### src/rtl/jk_edge_monitor.sv
// Watches the complementary outputs of an upstream JK flip-flop. It counts rising and
// falling edges, measures high-period length, and latches a sticky error on invalid pairs.
module jk_edge_monitor #(
   parameter int CW = 8
) (
   input  logic          clk,
   input  logic          reset,
   input  logic          q,
   input  logic          qb,
   input  logic          clear,
   output logic          rise,
   output logic          fall,
   output logic [CW-1:0] rise_cnt,
   output logic [CW-1:0] fall_cnt,
   output logic [CW-1:0] hi_len,
   output logic          err,
   output logic [1:0]    state
);

   typedef enum logic [1:0] {
      S_UNKNOWN = 2'd0,
      S_LOW     = 2'd1,
      S_HIGH    = 2'd2,
      S_FAULT   = 2'd3
   } state_t;

   state_t        state_r, state_nxt;
   logic          rise_nxt, fall_nxt, err_nxt;
   logic [CW-1:0] rise_cnt_nxt, fall_cnt_nxt, hi_len_nxt;
   logic [CW-1:0] run, run_nxt;
   logic          invalid;

   function automatic logic [CW-1:0] sat_inc(input logic [CW-1:0] v);
      return (&v) ? v : v + CW'(1);
   endfunction

   assign invalid = (q == qb);

   always_comb begin
      // NOTE: every output of this block gets a default first, so no path infers a latch.
      state_nxt    = state_r;
      rise_nxt     = 1'b0;
      fall_nxt     = 1'b0;
      rise_cnt_nxt = rise_cnt;
      fall_cnt_nxt = fall_cnt;
      hi_len_nxt   = hi_len;
      run_nxt      = run;
      err_nxt      = err;

      if (invalid) begin
         state_nxt = S_FAULT;
      end else begin
         case (state_r)
            S_LOW: begin
               if (q) begin
                  state_nxt    = S_HIGH;
                  rise_nxt     = 1'b1;
                  rise_cnt_nxt = sat_inc(rise_cnt);
                  run_nxt      = CW'(1);
               end
            end
            S_HIGH: begin
               if (!q) begin
                  state_nxt    = S_LOW;
                  fall_nxt     = 1'b1;
                  fall_cnt_nxt = sat_inc(fall_cnt);
                  hi_len_nxt   = run;
               end else begin
                  run_nxt = sat_inc(run);
               end
            end
            default: begin
               // Leaving UNKNOWN or FAULT only re-establishes the level; no edge is counted.
               state_nxt = q ? S_HIGH : S_LOW;
               if (q) run_nxt = CW'(1);
            end
         endcase
      end

      // Clear zeroes the counters and err, but an invalid sample on the same edge still sets err.
      if (clear) begin
         rise_cnt_nxt = '0;
         fall_cnt_nxt = '0;
         hi_len_nxt   = '0;
         err_nxt      = 1'b0;
      end
      if (invalid) err_nxt = 1'b1;
   end

   always_ff @(posedge clk) begin
      // NOTE: state registers use non-blocking assignment so all of them update together.
      if (reset) begin
         state_r  <= S_UNKNOWN;
         rise     <= 1'b0;
         fall     <= 1'b0;
         rise_cnt <= '0;
         fall_cnt <= '0;
         hi_len   <= '0;
         run      <= '0;
         err      <= 1'b0;
      end else begin
         state_r  <= state_nxt;
         rise     <= rise_nxt;
         fall     <= fall_nxt;
         rise_cnt <= rise_cnt_nxt;
         fall_cnt <= fall_cnt_nxt;
         hi_len   <= hi_len_nxt;
         run      <= run_nxt;
         err      <= err_nxt;
      end
   end

   assign state = state_r;

endmodule
### config.mk
export PLATFORM = sky130hd
export DESIGN_NAME = jk_edge_monitor
export DESIGN_NICKNAME = d
export VERILOG_FILES = /design/src/rtl/jk_edge_monitor.sv
export SDC_FILE = /design/constraint.sdc
export NUM_CORES = 1
export LEC_CHECK = 0
export ABC_AREA = 1
export CORE_MARGIN = 4
export CORE_UTILIZATION = 49
export CTS_BUF_LIST = sky130_fd_sc_hd__clkbuf_2 sky130_fd_sc_hd__clkbuf_4 sky130_fd_sc_hd__clkbuf_8
export CTS_CLUSTER_DIAMETER = 60
export CTS_CLUSTER_SIZE = 40
export DETAILED_ROUTE_END_ITERATION = 8
export PLACE_DENSITY_LB_ADDON = 0.1
export SETUP_SLACK_MARGIN = 0.4
export SLEW_MARGIN = 15
export SYNTH_ARGS = -nofsm -noshare
export SYNTH_HDL_FRONTEND = slang
export SYNTH_SLANG_ARGS = --single-unit
### constraint.sdc
create_clock -name clk -period 1.57 [get_ports clk]
set_input_delay 0.314 -clock clk [delete_from_list [all_inputs] [get_ports clk]]
set_output_delay 0.314 -clock clk [all_outputs]
set_load 0.005 [all_outputs]
### Yosys cells after proc, flatten, opt, wreduce, memory -nomap -nowiden

Cells that the tools add are included.

| cells by class | value |
|---|---|
| equal/unequal tests | 6 |
| bitwise operators | 6 |
| reductions and logical operators | 12 |
| muxes and demuxes | 13 |
| add/subtract/negate cells | 3 |

Operators with widths:

| kind | count |
|---|---|
| 8-bit two-way mux | 4 |
| 8-bit by 1-bit adder with 8-bit output (second input constant) | 3 |
| 8-bit AND reduction | 3 |
| 2-bit two-way mux | 4 |
| 4-bit AND reduction | 2 |
| 3-bit inequality test (second input constant) | 2 |
| 1-bit inverter | 6 |
| 3-bit AND reduction | 2 |
| 3-bit OR reduction | 2 |
| 1-bit two-way mux | 4 |
| 2-bit case mux with 2 select lines | 1 |
| 2-bit by 1-bit == test with 1-bit output (second input constant) | 1 |
| 2-bit == test (second input constant) | 1 |
| 2-bit inequality test (second input constant) | 1 |
| 2-bit AND reduction | 1 |
| 2-bit nonzero test | 1 |
| 2-bit OR reduction | 1 |
| 1-bit == test | 1 |

| storage, ports and cells | value |
|---|---|
| output and inout port bits | 29 |
| input port bits | 5 |
| bits in registers | 37 |
| word-level logic and storage cells | 48 |

### Logic depth before layout (Yosys ltp)

Gate-level depths: netlist of run 1.

| logic depth | value |
|---|---|
| depth in word-level cells | 4 |
| depth in mapped cells | 11 |
| gate-level depth less buffers | 10 |

### Worst setup path after synthesis of run 1

Ideal clock, no wire load.

| timing | value |
|---|---|
| path kind | input-to-reg |
| start | input q |
| end | register fall_cnt[1] |
| library setup time | 116 ps |
| data arrival time | 1363 ps |
| stages | 6 |
| data required time | 1454 ps |
| buffers on the path | 0 |
| slack | 91 ps |
| path through | inv_1 ha_1 nor3_4 nand2_4 o21ai_0 nor2_1 |

| between the ends | value |
|---|---|
| longest elaborated chain between the ends | 3 |
| elaborated cells on any way between the ends | 4 |
| classes of those cells | eq/ne: 1; bitwise: 2; reduce/logical: 1 |

RTL lines:

| element | line | source |
|---|---|---|
| start, declared | 8 | `input logic q,` |
| 1-bit == test | 37 | `assign invalid = (q == qb);` |
| 1-bit inverter (no source line) | - |  |
| 4-bit AND reduction (no source line) * | - |  |
| end signal, assigned | 106 | `fall_cnt <= fall_cnt_nxt;` |
| end, declared | 14 | `output logic [CW-1:0] fall_cnt,` |

Mark *: on every way between the ends. The rest lies on a longest branch, timed or not.
A chain may end at the register's enable or synchronous reset.

### Worst setup path in the final report of run 1

| timing | value |
|---|---|
| start | register rise_cnt[1] |
| end | register rise_cnt[3] |

| between the ends | value |
|---|---|
| longest elaborated chain between the ends | 3 |
| elaborated cells on any way between the ends | 4 |
| classes of those cells | add/sub: 1; bitwise: 1; reduce/logical: 2 |

RTL lines:

| element | line | source |
|---|---|---|
| start, declared | 13 | `output logic [CW-1:0] rise_cnt,` |
| start signal, assigned | 105 | `rise_cnt <= rise_cnt_nxt;` |
| parallel branches: the longest is 3 deep, another holds 8-bit by 1-bit adder with 8-bit output | - |  |

Parallel ways; which one is timed is not known.

==> results of run 1 <==
==> placed cells by master, fill, tap and decap left out, drive strengths merged, types with 2 or more instances in the layout <==
cell type      netlist  final
nor3                 4      4
ha                   7      7
clkbuf               1     14
clkdlybuf4s15        0     18
nand4                4      4
clkinv               1      3
inv                 45     45
nor2                41     41
nand2               72     73
o21ai               19     19
buf                  3     54
o21bai               2      2
dfxtp               37     37
a21oi               20     20
nand3               24     24
==> cell families after synthesis <==
kind of cell / after synthesis
compound gates: 44
xor+xnor: 1
fa+ha+maj: 7
buf+inv: 50
flops: 37
simple gates: 148
==> per-stage QoR <==
stage	power (W)	setup TNS, ns	worst slack (ns)	instances
floorplan	0.001238	0	0.2718	287
global placement	0.001361	-5.180	-0.2602	375
detailed placement	0.001370	-6.233	-0.3119	375
CTS	0.002162	0	0.2723	415
global route	0.002337	0	0.1125	422
finish	0.002242	0	0.1668	422
==> critical path, stage by stage (launching register included) <==
cell and delay [ns]:
dfxtp_2 0.33, buf_6 0.12, ha_4 0.16, nand2_4 0.07, nor2_4 0.06, a21oi_4 0.25, nand3_1 0.17, nand2_1 0.10
nor2_1 0.04
==> Yosys cell counts (2+ instances only) <==
| cell | instances |
|---|---|
| a21oi_1 | 20 |
| buf_2 | 2 |
| dfxtp_1 | 37 |
| ha_1 | 7 |
| inv_1 | 40 |
| inv_2 | 4 |
| nand2_1 | 70 |
| nand2_4 | 2 |
| nand3_1 | 22 |
| nand4_1 | 4 |
| nor2_1 | 39 |
| nor2_4 | 2 |
| nor3_1 | 3 |
| o21ai_0 | 19 |
| o21bai_1 | 2 |
==> area by class of cell <==
class	instances	share of cell area (%)
Timing Repair Buffer	82	21.47
Inverter	46	6.515
Clock inverter	2	0.3140
Multi-Input combinational cell	201	42.66
Clock buffer	6	2.394
Sequential cell	37	24.76
Tap cell	48	1.884
==> power groups by stage <==
stage | Clock [W] | Combinational [W] | Sequential (W)
finish | 0.000670 | 0.000574 | 0.000997
global route | 0.000722 | 0.000614 | 0.00100
floorplan | 0 | 0.000218 | 0.00102
CTS | 0.000664 | 0.000504 | 0.000994
detailed placement | 0 | 0.000349 | 0.00102
global placement | 0 | 0.000341 | 0.00102
==> repair_timing <==
item	4_1_cts	5_1_grt
gates cloned	1	0
hold endpoints to repair	0	0
setup endpoints to repair	66	51
resized for setup	146	64
pin swaps	28	30
setup buffers	31	7
==> routing by layer <==
metal | vias to the layer above | track usage [%] | share of wire (%)
met2 | 105 | 40.47 | 51
met3 | 22 | 4.403 | 6.6
met4 | 0 | 6.472 | 2.4
met5 | - | 0 | 0
li1 | 1096 | - | -
met1 | 1034 | 27.34 | 40
==> registers in the layout, summed over array words and instances (netlist names) <==
name and flops:
fall_cnt 8, hi_len 8, rise_cnt 8, run 8, state 2, err 1, fall 1, rise 1
==> worst paths after layout <==
| check | from | endpoint | slack [ns] | cells after the start |
|---|---|---|---|---|
| worst min-delay path | run[4] | hi_len[4] | 0.47 | 2 |
| worst max-delay path | rise_cnt[1] | rise_cnt[3] | 0.17 | 8 |
| worst max register to register | rise_cnt[1] | rise_cnt[3] | 0.17 | 8 |
| worst min register to register | run[4] | hi_len[4] | 0.47 | 2 |
==> flow_metrics.tcl, run 1 <==
set metrics [dict create \
    status "finished clean" \
    gp_congestion 0.8469 \
    drtIter0Drc 158 \
    seqPwrFrac_pct 44.5 \
    cts-htree-levels 2 \
    antenna_found_initial 0 \
    cts_tree "yes" \
    total_leakage_power_nw 1.399 \
    cts_hold_repair.buffers 0 \
    synth_top_area_share_pct 38.14 \
    dpl_cell_area_mm2 0.002455 \
    die_x_um 70.95 \
    grt_max_degree 16 \
    synthArstFlopShare_pct 0 \
    antenna_cells 0 \
    final_util_pct 85.16 \
    yosys_warnings 0 \
    yosysUniqueCellTypes 29 \
    synth.area.top_cells "dfxtp_1 (38%), nand2_1 (14%), inv_1 (7.7%)" \
    stdcell_area_mm2 0.003188 \
    crit_required_ns 1.76 \
    slew_viol_final 0 \
    hold_violations 0 \
    dp_hpwl_um 3378 \
    overflow 0 \
    clk_latency_ns 0.29 \
    slew_headroom_pct 74.83 \
    area_growth_pct 64.18 \
    hold_path_class "register to register" \
    sw_frac_of_total_pct 30.38 \
    synthCells 287 \
    drt_wl_total_um 6415 \
    cts.path.max_buffers 2 \
    grt_pass1_wl_um 9259 \
    layout-drive-gt1-share_pct 47.06 \
    synthMuxAreaShare_pct 0 \
    critPathKind "register to register" \
    power.clock.fraction_pct 29.9 \
    end_kind "register" \
    power.switching_w 0.0006811 \
    intPower_w 0.001561 \
    fmax_ghz 0.7127 \
    dr.pass1.iters 4 \
    regArea_um2 789.5 \
    synth-compound-area-share_pct 12.05 \
    worst_setup_path_start_kind "register" \
    num_rows 22 \
    dieArea_mm2 0.005034 \
    n_fill_cell 177 \
    synth_top_family_by_area "simple AND/OR/NAND/NOR gates" \
    drcViolationCount 0 \
    final_antenna_net_count 0 \
    finalCritPeriodShare_pct 89.37 \
    syn-num-nets 299 \
    cts_buffers 5 \
    vdd_ir_drop_max_mv 0.6269 \
    synth.largest_area_cell "dfxtp_1" \
    fin_crit_ns 1.403 \
    cts.sinks 37 \
    finClkSkew_ns 0.005219 \
    via_count 2257 \
    synth_area_mm2 0.001942 \
    nets 385 \
    multi_input_area_mm2 0.001360 \
    syn_area_per_cell_um2 6.766 \
    grt_pass1_vias 2088 \
    io_pins 34 \
    synthXorXnorAreaFrac_pct 0.4510 \
    maxCapViolations 0 \
    synth_edf_count 0 \
    combPwrFrac_pct 25.6 \
    ys_ff_latch 37 \
    tightest_slew_ns 0.3775 \
    setup_viol 0 \
    die_h_um 70.95 \
    grt_usage_pct 22.60 \
    cp_max_fo 7 \
    port-buffer-count 33 \
    pwr_density_cell_mw_per_mm2 703.1 \
    ys_seq_area_share_pct 38.14 \
    hold_ws_ns 0.4698 \
    viasPerCell 5.348 \
    synthFlopType "dfxtp_1" \
    start_util_pct 51.87 \
    cp_data_arrival_time_ns 1.59 \
    clockRootBuffer "clkbuf_8" \
    core_mm2 0.003744 \
    rsz0062_at_grt "true" \
    synth_fa_ha_area_share_pct 4.510 \
    clkTransAtPathRegs_ns 0.07 \
    wl_per_cell_um 15.20 \
    synthSimpleGateAreaFrac_pct 34.47 \
]
Power figures use the tool's default switching activity.
==> inputs of run 2 (changes only) <==
Settings changed: CELL_PAD_IN_SITES_DETAIL_PLACEMENT set to 0, CELL_PAD_IN_SITES_GLOBAL_PLACEMENT set to 1, CORE_UTILIZATION 49 to 35, SETUP_SLACK_MARGIN 0.4 to 0.15.
==> flow_metrics.tcl, run 2 (synthesis gave the netlist of run 1 again) <==
set metrics [dict create \
    status "finished clean" \
    pwr_density_cell_mw_per_mm2 738.0 \
    final_antenna_net_count 0 \
    gp_congestion 0.7574 \
    cts_buffers 5 \
    grt_pass1_wl_um 8273 \
    vdd_ir_drop_max_mv 0.3860 \
    crit_required_ns 1.79 \
    tightest_slew_ns 0.2373 \
    slew_headroom_pct 84.03 \
    io_pins 34 \
    nets 368 \
    num_rows 26 \
    die_h_um 82.49 \
    hold_ws_ns 0.4535 \
    clk_latency_ns 0.29 \
    end_kind "register" \
    grt_max_degree 12 \
    viasPerCell 4.531 \
    setup_viol 0 \
    start_util_pct 37.08 \
    cts_tree "yes" \
    regArea_um2 779.5 \
    rrSetupSlack_ns 0.23 \
    worst_setup_path_start_kind "register" \
    clkTransAtPathRegs_ns 0.07 \
    worstHoldEndpoint "err" \
    drtIter0Drc 72 \
    holdPathStages 2 \
    cts-htree-levels 2 \
    hold_violations 0 \
    stdcell_area_mm2 0.002808 \
    fin_crit_ns 1.340 \
    maxCapViolations 0 \
    port-buffer-count 33 \
    worst-r2r-cell-count 9 \
    fmax_ghz 0.7461 \
    dr.pass1.iters 4 \
    layout-drive-gt1-share_pct 25.56 \
    clockRootBuffer "clkbuf_8" \
    area_growth_pct 44.59 \
    grt_usage_pct 15.79 \
    power.total_w 0.002072 \
    rr_endpoint "fall_cnt[4]" \
    final_cell_mix "nand2_1 (66), inv_1 (39), nor2_1 (36), buf_4 (30), dlygate4sd2_1 (29)" \
    r2r_start "state[1]" \
    cts.path.max_buffers 2 \
    dpl_cell_area_mm2 0.002497 \
    rsz0062_at_grt "true" \
    die_x_um 82.49 \
    via_count 1930 \
    mostFrequentLayoutCell "nand2_1" \
    cts.sinks 37 \
    antenna_found_initial 0 \
    hold_path_class "register to register" \
    critPathKind "register to register" \
    wl_per_cell_um 11.18 \
    n_fill_cell 529 \
    slew_viol_final 0 \
    cts_hold_repair.buffers 0 \
    worstHoldStart "err" \
    finClkSkew_ns 0.003289 \
    finalCritPeriodShare_pct 85.37 \
    total_leakage_power_nw 1.353 \
    drcViolationCount 0 \
    cp_data_arrival_time_ns 1.56 \
    grt_pass1_vias 1810 \
    cp_max_fo 7 \
    overflow 0 \
    dp_hpwl_um 3404 \
    dieArea_mm2 0.006804 \
    drt_wl_total_um 4762 \
    antenna_cells 0 \
    core_mm2 0.005238 \
    multi_input_area_mm2 0.001097 \
]
==> run 2: cell count changes in the layout (fill, tap and decap cells not counted), sizes merged <==
cell | before | now
buf | 54 | 33
clkbuf | 14 | 7
clkdlybuf4s15 | 18 | 0
clkdlybuf4s50 | 1 | 2
clkinv | 3 | 0
dlygate4sd2 | 1 | 29
dlymetal6s2s | 0 | 2
inv | 45 | 46
nand2 | 73 | 72
==> run 2: through the flow <==
stage | setup WS (ns) | cells | utilization [%] | setup TNS, ns
2_1_floorplan | 0.1746 | 287 | - | 0
3_3_place_gp | -0.3569 | 404 | 47.68 | -7.193
3_5_place_dp | -0.4019 | 404 | 47.68 | -7.821
4_1_cts | 0.1523 | 424 | 51.70 | 0
5_1_grt | 0.1080 | 426 | 53.61 | 0
6_report | 0.2296 | 426 | 53.61 | 0
==> run 2: metal layers <==
layer  up-vias  share of wire [%]  GRT usage, %
met1       850                 48         20.24
met4         0                1.3         6.977
met2        26                 47         25.64
li1       1048                  -             -
met5         -                  0             0
met3         6                3.5         2.928
==> run 2: worst max-delay path, cell delays in order (launching register included) <==
cell and delay, ns:
dfxtp_2 0.33, buf_4 0.12, ha_4 0.17, inv_4 0.04
nor3_4 0.16, buf_12 0.16, nand2_8 0.07, inv_4 0.07
nand2_1 0.04, a21oi_1 0.11
==> run 2: area by class of cell <==
cell class | count | area share (%)
flip-flops and latches | 37 | 27.76
clock buffers | 7 | 3.209
well taps | 70 | 3.119
inverters | 46 | 6.328
multi-input cells | 200 | 39.08
repair buffers | 66 | 20.50
==> run 2: what timing repair did <==
| action | CTS | global route |
|---|---|---|
| endpoints found under the setup margin | 52 | 23 |
| gates resized for setup | 58 | 26 |
| buffers inserted | 13 | 2 |
| pin swaps | 2 | 5 |
==> run 2: worst max path at each step <==
stage	start	end	slack (ns)	cells after the start
5_1_grt	run[0]	run[5]	0.11	9
2_1_floorplan	q	fall_cnt[1]	0.17	6
6_report	state[1]	fall_cnt[4]	0.23	9
3_5_place_dp	q	fall_cnt[1]	-0.40	8
4_1_cts	rise	rise	0.15	1
3_3_place_gp	q	fall_cnt[1]	-0.36	8
==> run 2: where the power goes <==
part           internal, W  leakage, nW  switching [W]
sequential        0.000963        0.311      0.0000196
clock             0.000366       0.0477       0.000332
combinational     0.000182        0.994       0.000210
total              0.00151         1.35       0.000561
==> inputs of run 3 (changes only) <==
Settings changed: CORE_UTILIZATION 35 to 33, CTS_BUF_LIST sky130_fd_sc_hd__clkbuf_2 sky130_fd_sc_hd__clkbuf_4 sky130_fd_sc_hd__clkbuf_8 to unset, CTS_CLUSTER_DIAMETER 60 to 40.
==> flow_metrics.tcl, run 3 (synthesis gave the netlist of run 1 again) <==
set metrics [dict create \
    pwr_density_cell_mw_per_mm2 725.3 \
    io_pins 34 \
    via_count 1939 \
    start_util_pct 34.63 \
    hold_violations 0 \
    core_mm2 0.005608 \
    hold_path_class "register to register" \
    slew_viol_final 0 \
    drcViolationCount 0 \
    wl_per_cell_um 11.37 \
    cp_slowest_cell "dlygate4sd2_1" \
    dpl.cell_count 407 \
    antenna_found_initial 0 \
    area_growth_pct 46.33 \
    grt_max_degree 16 \
    antenna_cells 0 \
    viasPerCell 4.499 \
    die_x_um 84.71 \
    grt_pass1_vias 1874 \
    dp_hpwl_um 3523 \
    slew_headroom_pct 83.31 \
    dr.pass1.iters 3 \
    sw_frac_of_total_pct 27.47 \
    fmax_ghz 0.7513 \
    finalSetupTns_ns 0 \
    maxCapViolations 0 \
    cts_hold_repair.buffers 0 \
    stdcell_count 431 \
    rrSetupSlack_ns 0.24 \
    cts-htree-levels 2 \
    power.clock.fraction_pct 33.2 \
    worstPathCellList "dlygate4sd2_1, inv_2, ha_4, nor3_4, buf_12, nand2_4, inv_4, nand2_1, a21oi_2" \
    power.switching_w 0.0005662 \
    end_kind "register" \
    dp_slack_ns -0.4092 \
    port-buffer-count 33 \
    nets 371 \
    status "finished clean" \
    grt_usage_pct 14.46 \
    rsz0062_at_grt "true" \
    cts.sinks 37 \
    cp_data_arrival_time_ns 1.55 \
    tightest_slew_ns 0.2497 \
    intPower_w 0.001495 \
    layout-drive-gt1-share_pct 26.46 \
    setup_viol 0 \
    finClkSkew_ns 0.002299 \
    total_leakage_power_nw 1.348 \
    drt_wl_total_um 4900 \
    crit_path_max_incr_delay_ns 0.25 \
    cts_buffers 5 \
    seqPwrFrac_pct 47.9 \
    critPathKind "primary input to register" \
    drtIter0Drc 141 \
    cts.path.max_buffers 2 \
    cp_max_fo 7 \
    path_delay_family "buffers and inverters" \
    final_cell_mix "nand2_1 (65), inv_1 (37), nor2_1 (37), buf_4 (31), dlygate4sd2_1 (30)" \
    mostFrequentLayoutCell "nand2_1" \
    die_h_um 84.71 \
    dieArea_mm2 0.007176 \
    fin_crit_ns 1.331 \
    clockRootBuffer "clkbuf_8" \
    combPwrFrac_pct 18.9 \
    worst_setup_path_start_kind "primary input" \
    clkTransAtPathRegs_ns 0.07 \
    crit_buf_inv 4 \
    crit_required_ns 1.79 \
    clk_latency_ns 0.29 \
    gp_congestion 0.7689 \
    num_rows 27 \
    finalCritPeriodShare_pct 84.77 \
    setup_ws_ns 0.2391 \
    grt_pass1_wl_um 8514 \
    overflow 0 \
    cts_tree "yes" \
    vdd_ir_drop_max_mv 0.4888 \
    final_antenna_net_count 0 \
]
==> run 3: final timing paths <==
kind,from,endpoint,depth (start not counted)
worst min register to register,err,err,2
worst min-delay path,err,err,2
worst max register to register,rise_cnt[1],rise_cnt[7],9
worst max-delay path,q,fall_cnt[7],9
==> run 3: power groups by stage <==
stage / clock [W] / sequential [W] / combinational, W
after global placement: 0 / 0.00101 / 0.000367
final: 0.000683 / 0.000988 / 0.000390
after floorplan: 0 / 0.00101 / 0.000196
after global routing: 0.000751 / 0.000993 / 0.000440
after detailed placement: 0 / 0.00101 / 0.000369
after CTS: 0.000722 / 0.000982 / 0.000366
==> run 3: timing repair <==
item | CTS | global route
pin swaps | 1 | 7
gates cloned | 0 | 1
gates resized for setup | 61 | 26
setup buffers | 13 | 3
setup endpoints to repair | 54 | 23
==> run 3: stage by stage <==
step,total power [W],util (%),instance area (um2),hold WS [ns]
final,0.002061,50.67,2841,0.4598
after global routing,0.002184,50.67,2841,0.5008
after detailed placement,0.001382,44.94,2520,0.4549
after global placement,0.001380,44.94,2520,0.4504
after floorplan,0.001207,-,1944,0.3927
after CTS,0.002070,48.55,2723,0.4701
==> run 3: routing by layer <==
metal / part of all wire [%] / track usage (%) / up-vias / wire length (um)
li1: - / - / 1059 / -
met1: 49 / 18.40 / 854 / 2416
met2: 46 / 24.13 / 21 / 2278
met3: 2.9 / 3.533 / 5 / 142
met4: 1.3 / 4.317 / 0 / 62
met5: 0 / 0 / - / 0
==> run 3: tightest hold or removal path, cell delays in order (launching register included) <==
cell     delay (ns)
dfxtp_1        0.33
nand2_1        0.05
o21ai_0        0.05
==> run 3: layout make-up <==
cell class | count | area [um2]
Clock buffer | 7 | 86.33
Sequential cell | 37 | 783.3
Fill cell | 598 | 2766
Tap cell | 72 | 90.09
Inverter | 46 | 177.7
Timing Repair Buffer | 68 | 599.3
Multi-Input combinational cell | 201 | 1105
